`src/rtl/race_pkg.sv`:
```
// Shared colours, road geometry and types for the race renderer.
package race_pkg;

  typedef logic [23:0] rgb_t;

  localparam rgb_t COL_BG    = 24'h800000;
  localparam rgb_t COL_ROAD  = 24'h808080;
  localparam rgb_t COL_CURB  = 24'h8B4513;
  localparam rgb_t COL_WHITE = 24'hFFFFFF;
  localparam rgb_t COL_CAR   = 24'h000000;
  localparam rgb_t COL_OBS   = 24'hFF0000;

  localparam logic [9:0] ROAD_X0   = 10'd120;
  localparam logic [9:0] ROAD_X1   = 10'd520;
  localparam logic [9:0] CURB_L_X0 = 10'd110;
  localparam logic [9:0] CURB_L_X1 = 10'd120;
  localparam logic [9:0] CURB_R_X0 = 10'd520;
  localparam logic [9:0] CURB_R_X1 = 10'd530;
  localparam logic [9:0] LANE_A_X0 = 10'd248;
  localparam logic [9:0] LANE_A_X1 = 10'd258;
  localparam logic [9:0] LANE_B_X0 = 10'd382;
  localparam logic [9:0] LANE_B_X1 = 10'd392;

  typedef struct packed {
    logic road;
    logic curb;
    logic dash;
    logic car_body;
    logic car_detail;
  } bg_hits_t;

  function automatic logic in_span(input logic [9:0] v, input logic [9:0] lo,
                                   input logic [9:0] hi);
    return (v >= lo) && (v < hi);
  endfunction

endpackage

```
`src/rtl/sprite_hit.sv`:
```
// Combinational body/detail hit test of one car sprite against the current pixel.
// Edges are widened by one bit so sprites near the right/bottom border never wrap.
module sprite_hit #(
  parameter int SPR_W = 50,
  parameter int SPR_H = 50
) (
  input  logic [9:0] px,
  input  logic [8:0] py,
  input  logic [9:0] h,
  input  logic [8:0] v,
  output logic       body,
  output logic       detail
);

  localparam logic [10:0] W_X = 11'(SPR_W);
  localparam logic [9:0]  H_Y = 10'(SPR_H);

  logic [10:0] xe, h0, h10, hw, hw10;
  logic [9:0]  ye, v0, v10, v20, vh;
  logic        in_x, in_y, head_x, head_y, scr_x, scr_y;

  assign xe   = {1'b0, px};
  assign h0   = {1'b0, h};
  assign h10  = h0 + 11'd10;
  assign hw   = h0 + W_X;
  assign hw10 = hw - 11'd10;

  assign ye  = {1'b0, py};
  assign v0  = {1'b0, v};
  assign v10 = v0 + 10'd10;
  assign v20 = v0 + 10'd20;
  assign vh  = v0 + H_Y;

  assign in_x   = (xe >= h0) && (xe < hw);
  assign in_y   = (ye >= v0) && (ye < vh);
  assign head_x = ((xe >= h0) && (xe < h10)) || ((xe >= hw10) && (xe < hw));
  assign head_y = (ye >= v0) && (ye < v10);
  // Windscreen strip spans between the headlights, one row band below them.
  assign scr_x  = (xe >= h10) && (xe < hw10);
  assign scr_y  = (ye >= v10) && (ye < v20);

  assign body   = in_x & in_y;
  assign detail = (head_x & head_y) | (scr_x & scr_y);

endmodule

```
`src/rtl/race_renderer.sv`:
```
// Two-stage pixel renderer: road, curbs, scrolling dashes, player car and obstacles.
// Define RACE_RENDERER_COLLISION_EN to build the per-frame collision accumulator.
module race_renderer
  import race_pkg::*;
#(
  parameter int N_OBS   = 2,
  parameter int SPR_W   = 50,
  parameter int SPR_H   = 50,
  parameter int DASH_P  = 24,
  parameter int DASH_ON = 16
) (
  input  logic                 clk,
  input  logic                 rst_n,
  input  logic                 pix_valid,
  input  logic                 frame_start,
  input  logic [9:0]           x,
  input  logic [8:0]           y,
  input  logic [3:0]           scroll_speed,
  input  logic [9:0]           car_h,
  input  logic [8:0]           car_v,
  input  logic [10*N_OBS-1:0]  obs_h,
  input  logic [9*N_OBS-1:0]   obs_v,
  input  logic [N_OBS-1:0]     obs_en,
  output logic                 pixel_valid_out,
  output rgb_t                 pixel_data,
  output logic                 collision,
  output logic [N_OBS-1:0]     collision_mask
);

  localparam logic [7:0] P8        = 8'(DASH_P);
  localparam logic [7:0] ON8       = 8'(DASH_ON);
  localparam int         RED_STEPS = 15 / DASH_P + 1;

  logic             car_body, car_detail;
  logic [N_OBS-1:0] obs_body_raw, obs_detail_raw, obs_body, obs_detail;

  sprite_hit #(.SPR_W(SPR_W), .SPR_H(SPR_H)) u_car (
    .px(x), .py(y), .h(car_h), .v(car_v), .body(car_body), .detail(car_detail)
  );

  for (genvar g = 0; g < N_OBS; g++) begin : g_obs
    sprite_hit #(.SPR_W(SPR_W), .SPR_H(SPR_H)) u_obs (
      .px(x), .py(y), .h(obs_h[10*g +: 10]), .v(obs_v[9*g +: 9]),
      .body(obs_body_raw[g]), .detail(obs_detail_raw[g])
    );
  end

  assign obs_body   = obs_body_raw & obs_en;
  assign obs_detail = obs_detail_raw & obs_en;

  logic [7:0] off_q, off_d, off_sum;
  logic [7:0] y_mod, phase_raw, phase;
  logic       dash_lit;
  bg_hits_t   bg_now;

  always_comb begin
    y_mod     = 8'(y % 9'(DASH_P));
    phase_raw = y_mod + P8 - off_q;
    if (phase_raw >= P8) begin
      phase = phase_raw - P8;
    end else begin
      phase = phase_raw;
    end
    dash_lit = phase < ON8;

    bg_now.road       = in_span(x, ROAD_X0, ROAD_X1);
    bg_now.curb       = in_span(x, CURB_L_X0, CURB_L_X1) | in_span(x, CURB_R_X0, CURB_R_X1);
    bg_now.dash       = dash_lit & (in_span(x, LANE_A_X0, LANE_A_X1) |
                                    in_span(x, LANE_B_X0, LANE_B_X1));
    bg_now.car_body   = car_body;
    bg_now.car_detail = car_detail;
  end

  // The offset stays below DASH_P, so a few bounded subtractions reduce the sum.
  always_comb begin
    off_sum = off_q + {4'd0, scroll_speed};
    for (int i = 0; i < RED_STEPS; i++) begin
      if (off_sum >= P8) begin
        off_sum = off_sum - P8;
      end else begin
        off_sum = off_sum;
      end
    end
    if (frame_start) begin
      off_d = off_sum;
    end else begin
      off_d = off_q;
    end
  end

  logic             valid1_q, valid1_d;
  bg_hits_t         bg1_q, bg1_d;
  logic [N_OBS-1:0] ob1_q, ob1_d, od1_q, od1_d;

  always_comb begin
    valid1_d = pix_valid;
    if (pix_valid) begin
      bg1_d = bg_now;
      ob1_d = obs_body;
      od1_d = obs_detail;
    end else begin
      bg1_d = bg1_q;
      ob1_d = ob1_q;
      od1_d = od1_q;
    end
  end

  logic pixel_valid_q, pixel_valid_d;
  rgb_t pixel_data_q, pixel_data_d, colour;

  always_comb begin
    if (bg1_q.car_detail) begin
      colour = COL_WHITE;
    end else if (bg1_q.car_body) begin
      colour = COL_CAR;
    end else if (bg1_q.dash) begin
      colour = COL_WHITE;
    end else if (bg1_q.curb) begin
      colour = COL_CURB;
    end else if (bg1_q.road) begin
      colour = COL_ROAD;
    end else begin
      colour = COL_BG;
    end
    // Later obstacle channels paint over earlier ones.
    for (int i = 0; i < N_OBS; i++) begin
      if (od1_q[i]) begin
        colour = COL_WHITE;
      end else if (ob1_q[i]) begin
        colour = COL_OBS;
      end else begin
        colour = colour;
      end
    end
    pixel_valid_d = valid1_q;
    if (valid1_q) begin
      pixel_data_d = colour;
    end else begin
      pixel_data_d = pixel_data_q;
    end
  end

  always_ff @(posedge clk) begin
    if (!rst_n) begin
      off_q         <= 8'd0;
      valid1_q      <= 1'b0;
      bg1_q         <= bg_hits_t'(5'd0);
      ob1_q         <= {N_OBS{1'b0}};
      od1_q         <= {N_OBS{1'b0}};
      pixel_valid_q <= 1'b0;
      pixel_data_q  <= 24'h000000;
    end else begin
      off_q         <= off_d;
      valid1_q      <= valid1_d;
      bg1_q         <= bg1_d;
      ob1_q         <= ob1_d;
      od1_q         <= od1_d;
      pixel_valid_q <= pixel_valid_d;
      pixel_data_q  <= pixel_data_d;
    end
  end

  assign pixel_valid_out = pixel_valid_q;
  assign pixel_data      = pixel_data_q;

`ifdef RACE_RENDERER_COLLISION_EN
  logic             fs1_q, fs1_d;
  logic [N_OBS-1:0] coll1_q, coll1_d, coll_new;
  logic [N_OBS-1:0] acc_q, acc_d, mask_q, mask_d;
  logic             collision_q, collision_d;

  // The delayed frame pulse lines up with the stage-1 flags of the same pixel.
  always_comb begin
    fs1_d = frame_start;
    if (pix_valid) begin
      coll1_d = obs_body & {N_OBS{car_body}};
    end else begin
      coll1_d = coll1_q;
    end
    if (valid1_q) begin
      coll_new = coll1_q;
    end else begin
      coll_new = {N_OBS{1'b0}};
    end
    if (fs1_q) begin
      mask_d = acc_q;
      acc_d  = coll_new;
    end else begin
      mask_d = mask_q;
      acc_d  = acc_q | coll_new;
    end
    collision_d = |mask_d;
  end

  always_ff @(posedge clk) begin
    if (!rst_n) begin
      fs1_q       <= 1'b0;
      coll1_q     <= {N_OBS{1'b0}};
      acc_q       <= {N_OBS{1'b0}};
      mask_q      <= {N_OBS{1'b0}};
      collision_q <= 1'b0;
    end else begin
      fs1_q       <= fs1_d;
      coll1_q     <= coll1_d;
      acc_q       <= acc_d;
      mask_q      <= mask_d;
      collision_q <= collision_d;
    end
  end

  assign collision_mask = mask_q;
  assign collision      = collision_q;
`else
  assign collision_mask = {N_OBS{1'b0}};
  assign collision      = 1'b0;
`endif

endmodule

```
`config.mk`:
```
export PLATFORM = sky130hd
export DESIGN_NAME = race_renderer
export DESIGN_NICKNAME = d
export VERILOG_FILES = /design/src/rtl/race_pkg.sv /design/src/rtl/sprite_hit.sv /design/src/rtl/race_renderer.sv
export SDC_FILE = /design/constraint.sdc
export NUM_CORES = 1
export LEC_CHECK = 0
export ABC_AREA = 1
export BUFFER_PORTS_ARGS = -buffer_cell sky130_fd_sc_hd__buf_2
export CAP_MARGIN = 5
export CORE_AREA = 2 2 116 163
export CTS_BUF_LIST = sky130_fd_sc_hd__clkbuf_8
export CTS_CLUSTER_DIAMETER = 150
export CTS_CLUSTER_SIZE = 14
export DETAILED_ROUTE_END_ITERATION = 10
export DIE_AREA = 0 0 118 165
export PLACE_DENSITY = 0.73
export SYNTH_ARGS = -nofsm -noshare
export SYNTH_HDL_FRONTEND = slang
export SYNTH_SLANG_ARGS = --single-unit
```
`constraint.sdc`:
```
create_clock -name clk -period 3.4 [get_ports clk]
set_input_delay 0.17 -clock clk [delete_from_list [all_inputs] [get_ports clk]]
set_output_delay 0.17 -clock clk [all_outputs]
set_load 0.03 [all_outputs]
```
==> results of run 1 <==
critical path: stages:
cell      delay [ns]
buf_4           0.10
inv_4           0.04
nor2_4          0.10
nand3_2         0.08
nand2_2         0.07
inv_2           0.05
a21oi_2         0.14
a21oi_2         0.05
nand2_1         0.10
nand2_2         0.08
xor2_2          0.16
o21ai_1         0.13
o21ai_1         0.08
ha_1            0.31
inv_2           0.07
ha_4            0.20
a21o_1          0.21
a31oi_4         0.17
xor2_1          0.21
inv_1           0.12
ha_4            0.24
nor3_4          0.18
a21boi_2        0.17
o211ai_1        0.09
a21oi_1         0.14
cell usage after synthesis (3+ instances only):
master | n | area (um2)
a211oi_1 | 8 | 60.1
a21o_1 | 3 | 22.5
a21oi_1 | 127 | 636
buf_2 | 6 | 30.0
buf_4 | 22 | 165
clkbuf_1 | 8 | 30.0
clkinv_1 | 3 | 11.3
dfxtp_1 | 25 | 500
ha_1 | 223 | 2790
inv_1 | 154 | 578
inv_2 | 9 | 33.8
nand2_1 | 293 | 1100
nand2_2 | 8 | 50.1
nand3_1 | 57 | 285
nand3_2 | 4 | 40.0
nand3b_1 | 6 | 45.0
nand4_1 | 25 | 156
nor2_1 | 112 | 420
nor2_2 | 3 | 18.8
nor3_1 | 18 | 90.1
nor3b_1 | 3 | 22.5
nor4_1 | 16 | 100
o2111ai_1 | 8 | 70.1
o211ai_1 | 3 | 22.5
o21a_1 | 9 | 67.6
o21ai_0 | 69 | 345
o21ai_1 | 12 | 60.1
o21bai_1 | 6 | 45.0
o221ai_1 | 3 | 26.3
xnor2_1 | 16 | 140
xor2_1 | 70 | 613
xor2_2 | 6 | 97.6
stage by stage:
step	utilization (%)	TNS [ns]
2_1_floorplan	-	0
3_3_place_gp	53.7	-0.159
3_5_place_dp	53.7	-0.321
4_1_cts	54.1	0
5_1_grt	54.7	-0.0749
6_report	54.7	0
cells by family (layout without fill, tap and decap cells):
logic type	count (synthesis)	in the layout	share of synthesized area [%]
compound gates	257	257	16.0
fa+ha+maj	225	225	31.8
flops	25	25	5.62
xor+xnor	93	93	9.86
other cells	1	6	0.0421
simple gates	556	556	27.2
buf+inv	202	293	9.52
power breakdown:
part           total (uW)  leakage (uW)  switching (uW)  internal (uW)
clock                 190     0.0000261             104           86.0
sequential            339      0.000205            21.5            317
combinational        1810       0.00497            1100            705
timing repair:
item / CTS / global route
pin swaps: 0 / 14
setup endpoints to repair: 1 / 1
hold buffers: 0 / 0
resized for setup: 2 / 23
setup buffers: 0 / 2
sequential cells by signal, indices dropped and copies added (netlist names):
name / flops
off_q: 8
pixel_data: 6
pixel_valid_d: 1
ob1_q: 2
od1_q: 2
pixel_valid_out: 1
bg1_q: 5
layer usage:
layer / global-route usage, % / up-vias
li1: - / 4774
met4: 5.31 / 2
met1: 28.0 / 4166
met2: 47.5 / 178
met5: 0 / -
met3: 1.80 / 39
worst paths after layout:
check	cells after the start	from	slack (ns)	to
min	2	frame_start	0.19	off_q[1]$_SDFFE_PN0P_
min reg2reg	2	bg1_q[2]$_SDFFE_PN0P_	0.47	bg1_q[2]$_SDFFE_PN0P_
max reg2reg	10	off_q[1]$_SDFFE_PN0P_	0.65	bg1_q[2]$_SDFFE_PN0P_
max	25	y[7]	0.13	bg1_q[2]$_SDFFE_PN0P_
cell type report:
class / count / area (um2) / share of cell area, %
clock inverter: 1 / 8.76 / 0.0894
sequential: 25 / 500 / 5.11
inverter: 166 / 626 / 6.38
multi-input combinational: 1136 / 7670 / 78.3
timing repair buffer: 123 / 651 / 6.64
antenna: 1 / 2.50 / 0.0255
clock buffer: 3 / 41.3 / 0.421
tap: 240 / 300 / 3.06
cells in the final DEF, fill, tap and decap left out, types with 14 or more instances in the layout:
cell	instances
xor2_1	69
nor2_1	110
a21oi_1	125
inv_1	151
o21ai_1	14
nand3_1	56
xnor2_1	16
nand2_1	290
buf_2	109
buf_4	14
nand4_1	25
dfxtp_1	25
nor4_1	16
ha_1	221
nor3_1	17
o21ai_0	67
==> summary.txt, run 1 <==
Critical path
  • CP arrival: 3.47 ns
  • CP max FO: 3
  • Worst Setup Start Kind: primary input
  • Crit. End Element: flop
  • Worst Path Required: 3.61 ns
  • Kind of critical path: in -> reg

STA
  • Max_slew headroom: 65.4%
  • Worst setup margin: 0.132 ns
  • Hold_ws: 0.194 ns
  • Skew final: 0.00768 ns
  • Tcrit/Tclk final: 96.1%
  • Worst-margin pin slew: 0.513 ns
  • Tmin final: 3.27 ns
  • Fmax: 306 MHz
  • Final setup vio count: 0
  • Max-slew violation count: 0
  • Final Hold Fails: 0

Layout
  • Layout overhead on the synthesized area: 9.97%
  • Fillers: 1837
  • Cell area after layout: 0.00980 mm2
  • Fin cells: 1695
  • Nets: 1766
  • Share of cells above drive strength 1: 12.7%

Power and ir drop
  • PD cells: 238 mW/mm2
  • Final Power: 2330 uW
  • Leak: 0.00520 uW
  • Worst vdd ir: 0.156 mV

Die
  • Placement Rows: 58
  • Initial Util: 49.7%
  • Core area: 0.0179 mm2
  • Die Area: 0.0195 mm2
  • Die width: 118 um
  • I/O pins: 114
  • Chip height: 165 um

Detailed routing
  • Pre-antenna DRT Iters: 6
  • Antenna-violating nets left: 0
  • Routed WL per cell: 14.2 um
  • Met3 WL: 804 um
  • Residual DRC: 0
  • DR vias: 9159
  • Final WL: 24.0 mm
  • Initial detailed-routing violation count: 344
  • Vias per cell: 5.40
  • Top Layer Used: met5
  • Met2 routed WL: 12.4 mm
  • Met1 wire length: 10.3 mm

Global route
  • Number of global-route vias before repair: 8663
  • Gr ovfl total: 0
  • Total track usage: 24.0%
  • Largest net degree at the start of global routing: 18
  • Initial antenna violation count: 2
  • First-pass GRT wire length: 39.3 mm

Yosys
  • Mean post-synth cell area: 6.56 um2
  • Asr flop ratio synth: 0%
  • Mapped cell area: 0.00891 mm2
  • Ys flop type: dfxtp_1
  • Number of synthesized flops with an enable pin: 0
  • Netlist cell types: 50
  • Ys Warns: 0
  • Synth Register Bits: 25
  • Register area share after synthesis: 5.62%
  • Cell count after synthesis: 1359

Clock network
  • H-tree lvl count: 1
  • Clk_lat worst skew: 0.28 ns
  • Longest Clk Path Bufs: 2
  • CTS tree: done
  • Clk slew on worst S/H paths: 0.09 ns
  • CTS root buffer: clkbuf_8
  • Num CTS Buffers: 3
  • Clock Sinks: 25

Placed design
  • PortBufs: 110
  • Post-DP HPWL: 19.9 mm
  • Placer congestion estimate: 0.950
  • Area post-placement: 0.00963 mm2
  • Placement Setup Slack: -0.321 ns
  • Placed instance count: 1688

Min path
  • Hold/Removal Path Class: in -> reg

Job
  • Max Cap Violations: 0

Status
  • Status: finished clean
No activity file was read; power rests on OpenSTA's default activity.
==> inputs of run 2 (changes only) <==
CORE_AREA = 2 2 130 182   (was 2 2 116 163)
DIE_AREA = 0 0 132 184   (was 0 0 118 165)
HOLD_SLACK_MARGIN = 0.06   (was not set)
PLACE_DENSITY = not set   (was 0.73)
==> run 2 against run 1 <==
Net effect: setup slack improved by 0.054 ns; sequential share of layout area about the same; routed wire length increased by 4.1%; first-iteration DRC count decreased by 5.8%; register-to-register slack about the same; critical path depth decreased by 1; global-route usage decreased by 3.8 points; core utilization decreased by 11 points; combinational power about the same; design area increased by 0.45%; largest cell class unchanged.
==> summary.txt, run 2 (synthesis results as in run 1) <==
Status
  • Status: finished clean

Power and ir drop
  • Clock power frac: 7.7%
  • Leak: 0.00518 uW
  • PD cells: 236 mW/mm2
  • Switch Pwr: 1210 uW
  • Int Pwr: 1110 uW
  • Sequential share of power: 14.6%
  • Worst vdd ir: 0.156 mV
  • Gate power share: 77.7%
  • Net Sw Frac: 52.2%

Job
  • Max Cap Violations: 0

Min path
  • Hold/Removal Path Class: in -> reg

Layout
  • Largest register FFs: 8
  • Commonest non-fill, non-tap cell in the layout: nand2_1
  • Cell area after layout: 0.00984 mm2
  • Share of cells above drive strength 1: 12.4%
  • Nets: 1764
  • Layout overhead on the synthesized area: 10.5%
  • Commonest cells after routing, fill and taps aside: 290 x nand2_1, 221 x ha_1, 151 x inv_1, 125 x a21oi_1, 111 x nor2_1
  • Largest reg by FF count: off_q
  • Fillers: 2419

STA
  • Worst-margin pin slew: 0.598 ns
  • Max_slew headroom: 59.6%
  • Fmax: 311 MHz
  • Skew final: 0.000955 ns
  • Tmin final: 3.21 ns
  • Worst setup margin: 0.186 ns
  • Final setup vio count: 0
  • Tcrit/Tclk final: 94.5%
  • Max-slew violation count: 0
  • Final Hold Fails: 0

Clock network
  • CTS root buffer: clkbuf_8
  • H-tree lvl count: 1
  • Clk_lat worst skew: 0.27 ns
  • Longest Clk Path Bufs: 2
  • Clock Sinks: 25
  • Clk slew on worst S/H paths: 0.09 ns
  • Num CTS Buffers: 3
  • CTS tree: done

Detailed routing
  • DR vias: 9026
  • Vias per cell: 5.14
  • Initial detailed-routing violation count: 324
  • Pre-antenna DRT Iters: 5
  • Routed WL per cell: 14.2 um
  • Residual DRC: 0
  • Final WL: 25.0 mm
  • Antenna-violating nets left: 0

Die
  • Die Area: 0.0243 mm2
  • I/O pins: 114
  • Initial Util: 39.6%
  • Core area: 0.0225 mm2
  • Chip height: 184 um
  • Placement Rows: 65
  • Die width: 132 um

Placed design
  • PortBufs: 110
  • Post-DP HPWL: 20.8 mm
  • Placement Setup Slack: -0.274 ns
  • Placer congestion estimate: 0.868
  • Area post-placement: 0.00970 mm2

Critical path
  • CP max FO: 4
  • CP max stage delay: 0.31 ns
  • Crit-path slowest cell: ha_1
  • Crit. End Element: flop
  • Worst Setup Start Kind: primary input
  • CP arrival: 3.42 ns
  • Cells along the critical path: buf_2 > nor2_4 > nand3_1 > nand2_1 > inv_2 > a21oi_2 > a21oi_2 > nand2_1 > nand2_2 > xor2_2 > o21ai_1 > o21ai_1 > ha_1 > inv_2 > ha_4 > a21o_1 > a31oi_2 > xor2_1 > inv_1 > ha_4 > nor3_4 > a21boi_2 > o211ai_1 > a21oi_1
  • Worst Path Required: 3.60 ns
  • Kind of critical path: in -> reg

Global route
  • Largest net degree at the start of global routing: 18
  • First-pass GRT wire length: 41.1 mm
  • Number of global-route vias before repair: 8806
  • Total track usage: 20.2%
  • Initial antenna violation count: 4
  • Gr ovfl total: 0
run 2: changes by cell type in the layout (fill, tap and decap cells not counted), sizes merged:
cell    delta
clkinv     +1
diode      +2
inv        -1
buf        -2
run 2: through the flow:
stage	setup TNS, ns	total power, uW	hold WS [ns]	instances	utilization, %
finish	0	2320	0.200	1756	43.7
global route	-0.0858	2620	0.217	1755	43.7
CTS	0	2240	0.195	1752	43.3
detailed placement	-0.274	2040	0.460	1748	43.1
global placement	-0.181	2010	0.456	1748	43.1
floorplan	0	1590	0.287	1363	-
run 2: timing repair:
action / in CTS / in global routing
pin swaps: 0 / 6
setup buffers: 0 / 1
gates resized for setup: 1 / 21
setup endpoints to repair: 1 / 1
hold buffers: 0 / 0
run 2: final timing paths:
path | from | end | slack (ns) | cells after the start
worst max-delay path | y[8] | bg1_q[2]$_SDFFE_PN0P_ | 0.19 | 24
worst min-delay path | frame_start | off_q[1]$_SDFFE_PN0P_ | 0.20 | 2
worst max register to register | off_q[1]$_SDFFE_PN0P_ | bg1_q[2]$_SDFFE_PN0P_ | 0.64 | 10
worst min register to register | ob1_q[0]$_SDFFE_PN0P_ | ob1_q[0]$_SDFFE_PN0P_ | 0.47 | 2
run 2: final cells by class:
type / count / area (um2) / share of cell area (%)
multi-input combinational: 1136 / 7650 / 77.8
timing repair buffer: 121 / 633 / 6.43
inverter: 166 / 626 / 6.36
sequential: 25 / 500 / 5.08
tap: 301 / 377 / 3.83
clock buffer: 3 / 41.3 / 0.419
antenna: 3 / 7.51 / 0.0763
clock inverter: 1 / 5.00 / 0.0508
run 2: metal layers:
| layer | vias up | GRT usage, % | part of all wire [%] |
|---|---|---|---|
| met3 | 37 | 1.35 | 2.6 |
| met5 | - | 0 | 0.044 |
| met1 | 4075 | 23.9 | 44 |
| met4 | 2 | 4.65 | 1.7 |
| met2 | 136 | 39.3 | 51 |
| li1 | 4776 | - | - |
run 2: power groups by stage:
stage          combinational (uW)  sequential (uW)  clock (uW)
2_1_floorplan                1240              351           0
3_3_place_gp                 1670              346           0
3_5_place_dp                 1700              346           0
4_1_cts                      1710              339         186
5_1_grt                      2080              343         201
6_report                     1800              338         179
run 2: worst max-delay path: cells and delay by family:
family	cells	cell delay, ns
AOI/OAI and AO/OA	9	1.17
adders and majority gates	3	0.74
and+or+nand+nor	6	0.59
buffers and inverters	4	0.38
xor gates and xnor gates	2	0.36
==> inputs of run 3 (changes only) <==
CORE_AREA = 2 2 116 163   (was 2 2 130 182)
DIE_AREA = 0 0 118 165   (was 0 0 132 184)
PLACE_DENSITY = 0.73   (was not set)
REMOVE_ABC_BUFFERS = 1   (was not set)
==> run 3 against run 2 <==
Net effect: clock skew up 0.0013 ns; final cell count down 3.6%; sequential share of layout area hardly changed; power is 0.17% lower; hold slack worse by 0.022 ns; global-route usage is 3.8 points higher; design area decreased by 0.83%; setup slack improved by 0.058 ns; critical endpoint unchanged.
==> summary.txt, run 3 (synthesis results as in run 1) <==
Status
  • Status: finished clean

Die
  • Placement Rows: 58
  • Chip height: 165 um
  • Die width: 118 um
  • Core area: 0.0179 mm2
  • I/O pins: 114
  • Die Area: 0.0195 mm2
  • Initial Util: 49.7%

STA
  • Max-slew violation count: 0
  • Fmax: 317 MHz
  • Skew final: 0.00225 ns
  • Worst-margin pin slew: 0.665 ns
  • Setup TNS: 0 ns
  • Max_slew headroom: 55.1%
  • Hold_ws: 0.178 ns
  • Final setup vio count: 0
  • Tmin final: 3.16 ns
  • Final Hold Fails: 0
  • Tcrit/Tclk final: 92.8%

Critical path
  • CP max stage delay: 0.30 ns
  • Worst Path Required: 3.62 ns
  • CP arrival: 3.37 ns
  • CP max FO: 3
  • Crit. End Element: flop
  • CP delay by family, top: compound AO/OA/AOI/OAI gates
  • Crit-path slowest cell: ha_1
  • Worst Path Buf+Inv: 5
  • Worst Setup Start Kind: primary input
  • Kind of critical path: in -> reg

Job
  • Max Cap Violations: 0

Clock network
  • Num CTS Buffers: 3
  • Longest Clk Path Bufs: 2
  • CTS tree: done
  • Hold_buf cts: 0
  • CTS root buffer: clkbuf_8
  • H-tree lvl count: 1
  • Clk_lat worst skew: 0.28 ns
  • Clk slew on worst S/H paths: 0.09 ns
  • Clock Sinks: 25

Detailed routing
  • Routed WL per cell: 13.8 um
  • Pre-antenna DRT Iters: 5
  • Residual DRC: 0
  • DR vias: 9076
  • Final WL: 23.4 mm
  • Vias per cell: 5.36
  • Initial detailed-routing violation count: 431
  • Antenna-violating nets left: 0

Layout
  • Largest reg by FF count: off_q
  • Nets: 1764
  • Largest register FFs: 8
  • Antenna Cells: 0
  • Commonest cells after routing, fill and taps aside: 291 x nand2_1, 221 x ha_1, 151 x inv_1, 125 x a21oi_1, 111 x nor2_1
  • Commonest non-fill, non-tap cell in the layout: nand2_1
  • Share of cells above drive strength 1: 12.3%
  • Layout overhead on the synthesized area: 9.55%
  • Cell area after layout: 0.00976 mm2

Placed design
  • PortBufs: 110
  • Placer congestion estimate: 0.920
  • Post-DP HPWL: 19.4 mm
  • Area post-placement: 0.00962 mm2

Global route
  • Initial antenna violation count: 0
  • Gr ovfl total: 0
  • Largest net degree at the start of global routing: 18
  • Total track usage: 24.0%
  • Number of global-route vias before repair: 8644
  • First-pass GRT wire length: 39.3 mm

Power and ir drop
  • PD cells: 237 mW/mm2
  • Worst vdd ir: 0.163 mV
  • Final Power: 2310 uW
  • Leak: 0.00518 uW

Min path
  • Hold/Removal Path Class: in -> reg
## run 3: cell count changes in the layout (fill, tap and decap cells not counted), sizes merged
cell	delta
diode	-3
clkinvlp	+1
clkinv	-1
## run 3: final timing paths
check / from / to / slack, ns / depth (start not counted)
max reg2reg: off_q[1]$_SDFFE_PN0P_ / bg1_q[2]$_SDFFE_PN0P_ / 0.69 / 10
min reg2reg: bg1_q[3]$_SDFFE_PN0P_ / bg1_q[3]$_SDFFE_PN0P_ / 0.47 / 2
max: y[7] / bg1_q[2]$_SDFFE_PN0P_ / 0.24 / 25
min: frame_start / off_q[1]$_SDFFE_PN0P_ / 0.18 / 2
## run 3: metrics by stage
| stage | worst slack [ns] | instances | util [%] |
|---|---|---|---|
| after floorplan | 0.0718 | 1327 | - |
| after global placement | -0.169 | 1686 | 53.7 |
| after detailed placement | -0.291 | 1686 | 53.7 |
| after CTS | 0.00599 | 1690 | 54.0 |
| after global routing | -0.0142 | 1692 | 54.5 |
| final | 0.245 | 1692 | 54.5 |
## run 3: report_power, final
part	total, uW	switching (uW)	leakage (uW)	internal (uW)
Clock	189	105	0.0000217	83.5
Sequential	340	22.4	0.000205	317
Combinational	1790	1080	0.00495	702
Total	2310	1210	0.00518	1100
## run 3: layout make-up
cell class / count / area, um2
Timing Repair Buffer: 121 / 636
Tap cell: 240 / 300
Sequential cell: 25 / 500
Clock buffer: 3 / 41.3
Clock inverter: 1 / 7.51
Multi-Input combinational cell: 1136 / 7650
Fill cell: 1792 / 8160
Inverter: 166 / 626
## run 3: per-layer routing
metal	wire length [um]	track usage (%)
met1	10300	29.3
met2	11700	45.3
met3	956	1.66
met4	478	6.46
met5	0	0
## run 3: worst register-to-register path, cell delays in order, from the launching register on
cell and delay, ns:
dfxtp_1 0.37, inv_1 0.09, ha_1 0.28, ha_1 0.24, fa_1 0.40, xor2_1 0.39, ha_4 0.28, nor3_4 0.18
a21boi_2 0.17, o211ai_1 0.09, a21oi_1 0.15
## run 3: what timing repair did
action                                  4_1_cts  5_1_grt
gates resized for setup                       1       20
buffers inserted                              0        2
pin swaps                                     0       12
endpoints found under the hold margin         0        0
endpoints found under the setup margin        1        1
gates cloned                                  0        0
